--- config.mk ---
export PLATFORM = sky130hd
export DESIGN_NAME = adc_sum_integ_ctrl
export DESIGN_NICKNAME = d
export VERILOG_FILES = /design/src/rtl/adc_sum_integ_ctrl.sv
export SDC_FILE = /design/constraint.sdc
export NUM_CORES = 1
export LEC_CHECK = 0
export CORE_MARGIN = 5
export CORE_UTILIZATION = 45
export CTS_CLUSTER_DIAMETER = 120
export DETAILED_ROUTE_END_ITERATION = 16
export DONT_BUFFER_PORTS = 1
export HOLD_SLACK_MARGIN = 0.06
export PLACE_DENSITY = 0.58
export SYNTH_ARGS = -nofsm -noshare
export SYNTH_HDL_FRONTEND = slang
export SYNTH_SLANG_ARGS = --single-unit
--- constraint.sdc ---
create_clock -name OPB_Clk -period 10.1 [get_ports OPB_Clk]
set_clock_uncertainty 0.05 [all_clocks]
set_input_delay 1.515 -clock OPB_Clk [delete_from_list [all_inputs] [get_ports OPB_Clk]]
set_output_delay 1.515 -clock OPB_Clk [all_outputs]
set_load 0.02 [all_outputs]
--- src/rtl/adc_sum_integ_ctrl.sv ---
// ADC power integrator: sums smp_data^2 over integ_len samples, latches
// the result to sum_data with ready/ack, overrun and optional peak tracking.
// Ports: OPB_Clk/OPB_Rst (async high), start/continuous/integ_len control,
//   smp_valid/smp_data samples, sum_data/sum_ready/sum_ack result handshake,
//   busy, overrun (sticky), sample_cnt, peak_abs.
// Macro ADC_SUM_PEAK_EN enables the |sample| peak tracker; else peak_abs=0.
module adc_sum_integ_ctrl #(
  parameter int C_LEN_W = 16
) (
  input  logic               OPB_Clk,
  input  logic               OPB_Rst,
  input  logic               start,
  input  logic               continuous,
  input  logic [C_LEN_W-1:0] integ_len,
  input  logic               smp_valid,
  input  logic [7:0]         smp_data,
  output logic [31:0]        sum_data,
  output logic               sum_ready,
  input  logic               sum_ack,
  output logic               busy,
  output logic               overrun,
  output logic [C_LEN_W-1:0] sample_cnt,
  output logic [7:0]         peak_abs
);

  typedef enum logic [1:0] {
    S_IDLE  = 2'd0,
    S_INTEG = 2'd1,
    S_DRAIN = 2'd2
  } state_t;

  state_t state_q, state_d;

  logic [C_LEN_W-1:0] len_q, len_d;
  logic [C_LEN_W-1:0] cnt_q, cnt_d;
  logic [C_LEN_W-1:0] cnt_inc;
  logic [15:0]        sq_q, sq_d;
  logic               sq_last_q, sq_last_d;
  logic               fin_q, fin_d;
  logic [31:0]        acc_q, acc_d;
  logic [31:0]        acc_base;
  logic [31:0]        sum_q, sum_d;
  logic               rdy_q, rdy_d;
  logic               ovr_q, ovr_d;

  logic               start_acc;
  logic               take;
  logic               last;
  logic signed [15:0] prod;

  assign start_acc = (state_q == S_IDLE) && start;
  assign take      = (state_q == S_INTEG) && smp_valid;
  assign cnt_inc   = cnt_q + 1'b1;
  // A length of 0 wraps: the count completes when cnt_inc rolls to 0.
  assign last      = take && (cnt_inc == len_q);
  assign prod      = $signed(smp_data) * $signed(smp_data);

  // State register
  always_ff @(posedge OPB_Clk or posedge OPB_Rst) begin
    if (OPB_Rst) state_q <= S_IDLE;
    else         state_q <= state_d;
  end

  // Next-state logic
  always_comb begin
    state_d = state_q;
    unique case (state_q)
      S_IDLE:  if (start) state_d = S_INTEG;
      S_INTEG: if (last && !continuous) state_d = S_DRAIN;
      S_DRAIN: if (fin_q) state_d = S_IDLE;
      default: state_d = S_IDLE;
    endcase
  end

  // Output logic
  always_comb begin
    busy = (state_q == S_INTEG) || (state_q == S_DRAIN);
  end

  // Datapath: square stage, accumulate stage, latch stage.
  // fin_q marks the cycle where acc_q holds a completed sum; the same
  // flag restarts the accumulator so the next product begins a new sum.
  always_comb begin
    len_d     = len_q;
    cnt_d     = cnt_q;
    sq_d      = take ? prod : 16'd0;
    sq_last_d = last;
    fin_d     = sq_last_q;
    acc_base  = fin_q ? 32'd0 : acc_q;
    acc_d     = acc_base + {16'd0, sq_q};
    sum_d     = sum_q;
    rdy_d     = rdy_q & ~sum_ack;
    ovr_d     = ovr_q;
    if (start_acc) begin
      len_d = integ_len;
      cnt_d = '0;
      acc_d = 32'd0;
      ovr_d = 1'b0;
    end
    if (take) begin
      if (last && continuous) begin
        cnt_d = '0;
        len_d = integ_len;
      end else begin
        cnt_d = cnt_inc;
      end
    end
    if (fin_q) begin
      sum_d = acc_q;
      rdy_d = 1'b1;
      if (rdy_q && !sum_ack) ovr_d = 1'b1;
    end
  end

  always_ff @(posedge OPB_Clk or posedge OPB_Rst) begin
    if (OPB_Rst) begin
      len_q     <= '0;
      cnt_q     <= '0;
      sq_q      <= '0;
      sq_last_q <= 1'b0;
      fin_q     <= 1'b0;
      acc_q     <= '0;
      sum_q     <= '0;
      rdy_q     <= 1'b0;
      ovr_q     <= 1'b0;
    end else begin
      len_q     <= len_d;
      cnt_q     <= cnt_d;
      sq_q      <= sq_d;
      sq_last_q <= sq_last_d;
      fin_q     <= fin_d;
      acc_q     <= acc_d;
      sum_q     <= sum_d;
      rdy_q     <= rdy_d;
      ovr_q     <= ovr_d;
    end
  end

  assign sum_data   = sum_q;
  assign sum_ready  = rdy_q;
  assign overrun    = ovr_q;
  assign sample_cnt = cnt_q;

`ifdef ADC_SUM_PEAK_EN
  // Peak runs in step with the square pipeline so it restarts and
  // latches on exactly the same edges as the sum.
  logic [7:0] abs_q, abs_d;
  logic [7:0] pk_q, pk_d;
  logic [7:0] pk_base;
  logic [7:0] peak_q, peak_d;

  always_comb begin
    abs_d   = 8'd0;
    if (take) abs_d = smp_data[7] ? (~smp_data + 8'd1) : smp_data;
    pk_base = fin_q ? 8'd0 : pk_q;
    pk_d    = (abs_q > pk_base) ? abs_q : pk_base;
    if (start_acc) pk_d = 8'd0;
    peak_d  = fin_q ? pk_q : peak_q;
  end

  always_ff @(posedge OPB_Clk or posedge OPB_Rst) begin
    if (OPB_Rst) begin
      abs_q  <= '0;
      pk_q   <= '0;
      peak_q <= '0;
    end else begin
      abs_q  <= abs_d;
      pk_q   <= pk_d;
      peak_q <= peak_d;
    end
  end

  assign peak_abs = peak_q;
`else
  assign peak_abs = 8'd0;
`endif

endmodule

; ---- Yosys cells after proc, flatten, opt, wreduce, memory -nomap -nowiden
; Index checks and enable logic that the tools add are counted.
[classes]
reduce_logical = 12
n_addsub = 2
n_bitwise = 2
eq_ne = 6
n_mul = 1
mux = 17
[ops]
columns = operator, count
row1 = $mux W16, 7
row2 = $mux W32, 2
row3 = $add A32 B16 Y32, 1
row4 = $add A16 B1 Y16 const B, 1
row5 = $eq A16 B16 Y1, 1
row6 = $mul A8 B8 Y16, 1
row7 = $logic_and A1 B1 Y1, 6
row8 = $mux W2, 3
row9 = $ne A2 B2 Y1 const B, 3
row10 = $pmux W2 S3, 1
row11 = $mux W1, 4
row12 = $reduce_and A3 Y1, 1
row13 = $eq A2 B1 Y1 const B, 1
row14 = $eq A2 B2 Y1 const B, 1
row15 = $logic_not A1 Y1, 2
row16 = $logic_not A2 Y1, 1
row17 = $reduce_bool A2 Y1, 1
row18 = $and A1 B1 Y1, 1
row19 = $logic_or A1 B1 Y1, 1
row20 = $not A1 Y1, 1
[totals]
ff_bits = 118
word_cells = 50

; ---- Depth between registers and ports, before layout
; Gate-level depths: netlist (run 1).
[logic_depth]
ltp_word = 6
mapped_depth = 18
depth_no_buf = 18

; ---- Worst setup path before layout (run 1)
; OpenSTA, ideal clock, no wires.
[synth_timing]
kind = input to register
startpoint = input port smp_data[6]
endpoint = register sq_q[15]
t_arrival_ns = 5.482
path_stages = 17
t_required_ns = 9.915
path_slack_ns = 4.433
path_cell_list = clkbuf_1 > inv_1 > nor2_1 > inv_1 > fa_1 > inv_1 > fa_1 > fa_1 > inv_1 > fa_1 > inv_1 > ha_1 > a2111oi_0 > nor3_1 > nor3_1 > o21ai_0 > nor3b_1
[synth_between]
elab_chain_cells = 2
[synth_lines]
columns = item, line_no
row1 = from (decl), 16  ; input logic [7:0] smp_data,
row2 = $mul A8 B8 Y16, 56  ; assign prod = $signed(smp_data) * $signed(smp_data);
row3 = $mux W16, 86  ; sq_d = take ? prod : 16'd0;
row4 = via sq_d[15], 37  ; logic [15:0] sq_q, sq_d;
row5 = to (signal assigned), 129  ; sq_q <= sq_d;
row6 = to (decl), 37
; The timed path passes the listed nets, and every way through them passes these cells.
; A chain may end at the register's enable or synchronous reset.

; ---- Final worst setup path (run 1)
[layout_timing]
startpoint = input port smp_data[3]
endpoint = register sq_q[15]
; The elaborated chain is that of the path after synthesis.

==> reports/metrics.cfg, run 1 <==
[detailed_routing]
drtIter0Drc=310
dr.pass1.iters=4
drc=0
totalWireLength_mm=17.65
vias=5851
ant_nets=0
drt-vias-per-instance=5.423
post_drt_wl_per_cell_um=16.36

[flow_run]
drv_cap=0

[setup_path]
reg2reg_from=fin_q
crit_fanout=8
rrSetupSlack_ns=6.16
path_class=in -> reg
critPathLaunchType=input port
arrival_ns=5.55
cp-end-kind=register
r2r-end=acc_q[31]
r2r_cells=10
required_ns=10.35

[hold_path]
hp-class=reg -> reg
holdPathStages=0
hold_path_end=fin_q
min_from=fin_d

[cells_and_area]
nFillCells=1747
register_area_mm2=0.002929
stdcell_area_mm2=0.009114
final_core_util=0.4922
syn_to_final_growth_pct=8.765
layout-drive-gt1-share=0.1018
multi_input_comb_area_mm2=0.004912
num_antenna_cells=0
nets=958

[placement]
hpwlAfterDp_mm=13.42
placed_area_mm2=0.008516
io_buffers=0
gp_congestion=0.8771

[power_and_ir_drop]
leakage_uw=0.004359
power_density_mw_per_mm2=237.2
ir_drop_uv=149.8

[timing]
period_minus_slack_ns=5.298
tightest_slew_ns=0.8334
relSlewSlack=0.4444
setup_viol=0
fin_setup_tns_ns=0
fin_crit_sh=0.5245
final_hold_viol_count=0
fmax_mhz=188.8
finalMaxSlewViolations=0
rsz0062_at_grt=no

[floorplanning]
die_height_um=146.5
rows=50
core_area_mm2=0.01852
dieArea_mm2=0.02145
start_util=0.4525
dieWidth_um=146.5
ioPinCount=89

[clocking]
cts_sinks=117
cts_tree=yes
htree_num_levels=4
post_cts_buffers=0
cts_buffers=17
clk_path_buf_depth=2
cts_root_buf=clkbuf_16
cts_hold_buf=0
postCtsResizedCells=0
clock_latency_ns=0.42
clk_pin_slew_worst_paths_ns=0.05

[synth]
synthTopCellsByCount=117 x dfrtp_1, 93 x inv_1, 53 x ha_1, 53 x nor2_1, 42 x fa_1
synth_area_mm2=0.008379
synth_top_cell_area_share=0.3494
synth_cell_types=65
avgSynthCellArea_um2=9.905
seq_area_frac_synth=0.3494
ys_ff_latch=117
synth_most_common_cell=dfrtp_1
yosysWarnings=0
async_flop_share=1.000
synth_area_leaders=dfrtp_1 35%, fa_1 10%, ha_1 7.9%
syn-instance-count=846
synth_top_area_cell=dfrtp_1
dominantRegCellSynth=dfrtp_1
synth-edff-count=0

[grt]
grt_pass1_vias=6096
grt_max_degree=61
antenna_found_initial=0
grt_usage=0.1697
grt_pass1_wl_mm=30.06
grt_overflow=0

[run_status]
status=complete, no violations

how the worst max path moves through the flow:
stage / start / to / slack, ns / depth (start not counted)
2_1_floorplan: smp_data[6] / sq_q[15] / 4.43 / 17
5_1_grt: smp_data[3] / sq_q[15] / 4.41 / 16
4_1_cts: smp_data[3] / sq_q[15] / 4.81 / 16
3_5_place_dp: smp_data[3] / sq_q[15] / 4.38 / 16
6_report: smp_data[3] / sq_q[15] / 4.80 / 16
3_3_place_gp: smp_data[3] / sq_q[15] / 4.45 / 16
power by group:
part	switching (uW)	internal, uW
logic	522	392
registers	82.4	556
clock network	217	392
total	822	1340
layout make-up:
| type | count | share of cell area |
|---|---|---|
| repair buffers | 4 | 0.003295 |
| multi-input cells | 600 | 0.5390 |
| clock buffers | 19 | 0.04860 |
| well taps | 234 | 0.03213 |
| inverters | 93 | 0.03858 |
| flip-flops and latches | 117 | 0.3214 |
| clock inverters | 12 | 0.01702 |
critical path, cell delays in order:
cell and delay, ns:
inv_1 0.05, nor2_1 0.19, inv_1 0.09, fa_1 0.50, inv_1 0.06, fa_1 0.50, fa_1 0.54, inv_1 0.05
fa_1 0.53, inv_1 0.04, ha_1 0.22, a2111oi_0 0.51, nor3_1 0.15, nor3_1 0.26, nor3_1 0.09, nor3b_1 0.24
metrics by stage:
| stage | total power (uW) | instances | hold slack, ns | setup WS [ns] |
|---|---|---|---|---|
| floorplan | 1380 | 853 | 0.2812 | 4.433 |
| global placement | 1548 | 1048 | 0.2858 | 4.445 |
| detailed placement | 1567 | 1048 | 0.2857 | 4.383 |
| CTS | 2187 | 1079 | 0.2974 | 4.807 |
| global route | 2348 | 1079 | 0.3133 | 4.409 |
| finish | 2162 | 1079 | 0.2938 | 4.802 |
registers in the layout, indices dropped and copies added, names as in the netlist:
name	flops
fin_q	1
fin_d	1
sum_data	32
state_q	2
sample_cnt	16
sum_ready	1
acc_q	32
len_q	16
sq_q	15
overrun	1
layout by cell type (no fill, tap or decap), types with 7 or more instances in the layout:
cell type | synthesis | routed
nor4_1 | 11 | 11
nor3_1 | 18 | 18
nand3_1 | 16 | 16
inv_1 | 93 | 92
mux2_2 | 41 | 41
or3_1 | 9 | 9
nor2b_1 | 22 | 22
mux2_1 | 9 | 9
and2_1 | 26 | 26
conb_1 | 1 | 8
o21ai_0 | 23 | 23
nand2_1 | 41 | 41
xor2_1 | 25 | 25
nor2_1 | 53 | 53
ha_1 | 53 | 53
nand2b_1 | 7 | 7
clkbuf_16 | 0 | 17
xnor2_1 | 36 | 36
a21oi_1 | 34 | 34
fa_1 | 42 | 42
o21a_1 | 13 | 13
a21o_1 | 12 | 12
dfrtp_1 | 117 | 116
nand4_1 | 18 | 18
and3_1 | 13 | 13
layer usage:
metal / routed length (um) / part of all wire / global-route usage
met1: 7776 / 0.44 / 0.2113
met3: 824 / 0.047 / 0.05556
met5: 0 / 0 / 0
met2: 8890 / 0.50 / 0.2894
met4: 163 / 0.0092 / 0.03622
cell families (layout without fill, tap and decap cells):
logic type | Yosys count | in the layout | synth area share
flops | 117 | 117 | 0.3494
fa+ha+maj | 95 | 95 | 0.1795
simple gates | 253 | 253 | 0.1626
xor+xnor | 62 | 62 | 0.06645
other cells | 1 | 8 | 0.0004475
compound gates | 130 | 130 | 0.1045
mux | 52 | 52 | 0.06958
buf+inv | 136 | 128 | 0.06749
(Power assumes the default switching activity.)
==> inputs of run 2 (changes only) <==
--- a/config.mk
+++ b/config.mk
@@ -11,7 +11,7 @@
 export DETAILED_ROUTE_END_ITERATION = 16
 export DONT_BUFFER_PORTS = 1
 export HOLD_SLACK_MARGIN = 0.06
-export PLACE_DENSITY = 0.58
+export PLACE_DENSITY = 0.6
 export SYNTH_ARGS = -nofsm -noshare
 export SYNTH_HDL_FRONTEND = slang
 export SYNTH_SLANG_ARGS = --single-unit
==> constraint.sdc (replaced) <==
create_clock -name OPB_Clk -period 4.87 [get_ports OPB_Clk]
set_clock_uncertainty 0.05 [all_clocks]
set_input_delay 0.7305 -clock OPB_Clk [delete_from_list [all_inputs] [get_ports OPB_Clk]]
set_output_delay 0.7305 -clock OPB_Clk [all_outputs]
set_load 0.02 [all_outputs]
==> reports/metrics.cfg, run 2 (synthesis results as in run 1) <==
[setup_path]
path_class=in -> reg
required_ns=5.10
cp-end-kind=register
crit_fanout=8
critPathLaunchType=input port
arrival_ns=4.61

[grt]
grt_pass1_wl_mm=29.57
grt_usage=0.1691
antenna_found_initial=0
grt_max_degree=68
grt_overflow=0
grt_pass1_vias=5850

[clocking]
htree_num_levels=4
cts_root_buf=clkbuf_16
post_cts_buffers=0
clk_path_buf_depth=2
cts_hold_buf=0
clk_pin_slew_worst_paths_ns=0.06
postCtsResizedCells=0
clock_latency_ns=0.42
cts_tree=yes
cts_sinks=117
cts_buffers=17

[run_status]
status=complete, no violations

[power_and_ir_drop]
power_density_mw_per_mm2=488.0
ir_drop_uv=332.0
leakage_uw=0.004377

[flow_run]
drv_cap=0

[floorplanning]
core_area_mm2=0.01852
dieArea_mm2=0.02145
rows=50
start_util=0.4525
die_height_um=146.5
ioPinCount=89
dieWidth_um=146.5

[detailed_routing]
totalWireLength_mm=17.58
drtIter0Drc=275
ant_nets=0
vias=5860
drt-vias-per-instance=5.396
post_drt_wl_per_cell_um=16.19
dr.pass1.iters=5
drc=0

[cells_and_area]
layout_commonest_cell=dfrtp_1
layout-drive-gt1-share=0.1103
final_core_util=0.4929
num_antenna_cells=0
nets=964
syn_to_final_growth_pct=8.929
nFillCells=1769
final_cell_mix=116 x dfrtp_1, 92 x inv_1, 53 x nor2_1, 53 x ha_1, 42 x fa_1

[hold_path]
hp-class=in -> async

[timing]
fmax_mhz=228.5
fin_crit_sh=0.8987
period_minus_slack_ns=4.376
fin_setup_tns_ns=0
tightest_slew_ns=0.8543
setup_viol=0
rsz0062_at_grt=no
final_hold_viol_count=0
relSlewSlack=0.4305
finalMaxSlewViolations=0

[placement]
io_buffers=0
hpwlAfterDp_mm=13.18
gp_congestion=0.8481

==> run 2: final timing paths <==
kind	cells past startpoint	end	start	slack (ns)
setup / recovery	18	sq_q[15]	smp_data[3]	0.49
max in group asynchronous	2	acc_q[22]	OPB_Rst	3.57
hold reg to reg	0	fin_q	fin_d	0.31
setup reg to reg	9	acc_q[31]	fin_q	1.28
hold / removal	1	len_q[0]	OPB_Rst	0.31
min in group OPB_Clk	0	fin_q	fin_d	0.31
==> run 2: metrics by stage <==
step	area (um^2)	worst slack [ns]	hold slack, ns	instances	total power (uW)
after global routing	9128	0.1516	0.3155	1086	4851
final	9128	0.4936	0.3057	1086	4454
after CTS	9128	0.5018	0.3102	1086	4514
after floorplan	8407	0.05028	0.2812	853	2865
after detailed placement	8562	0.07151	0.2976	1054	3291
after global placement	8562	0.1489	0.2891	1054	3270
==> run 2: where the power goes <==
part / switching (uW) / internal, uW / total (uW)
Sequential: 171 / 1150 / 1320
Clock: 474 / 717 / 1190
Combinational: 1110 / 833 / 1940
==> run 2: routing by layer <==
layer	GRT usage	wire length, um	vias to the layer above	part of all wire
met5	0	0	-	0
met4	0.05880	311	0	0.018
met3	0.04500	947	24	0.054
met2	0.2776	8435	111	0.48
met1	0.2167	7888	2853	0.45
li1	-	-	2872	-
==> run 2: area by class of cell <==
cell class | instances | area (um^2) | area share
inverters | 93 | 351.6 | 0.03852
flip-flops and latches | 117 | 2929 | 0.3209
clock buffers | 18 | 439.2 | 0.04812
repair buffers | 10 | 75.07 | 0.008225
well taps | 234 | 292.8 | 0.03208
multi-input cells | 600 | 4913 | 0.5383
clock inverters | 14 | 126.4 | 0.01385
==> run 2: worst max-delay path, stage by stage <==
cell       delay [ns]
inv_1            0.09
nor2_1           0.07
ha_1             0.30
a21oi_1          0.09
fa_1             0.50
inv_1            0.04
ha_1             0.26
inv_1            0.05
fa_1             0.53
inv_1            0.07
ha_1             0.29
a21o_1           0.15
a21o_1           0.20
a2111oi_1        0.56
nor3_1           0.15
nor3_1           0.26
o21ai_0          0.11
nor3b_1          0.15
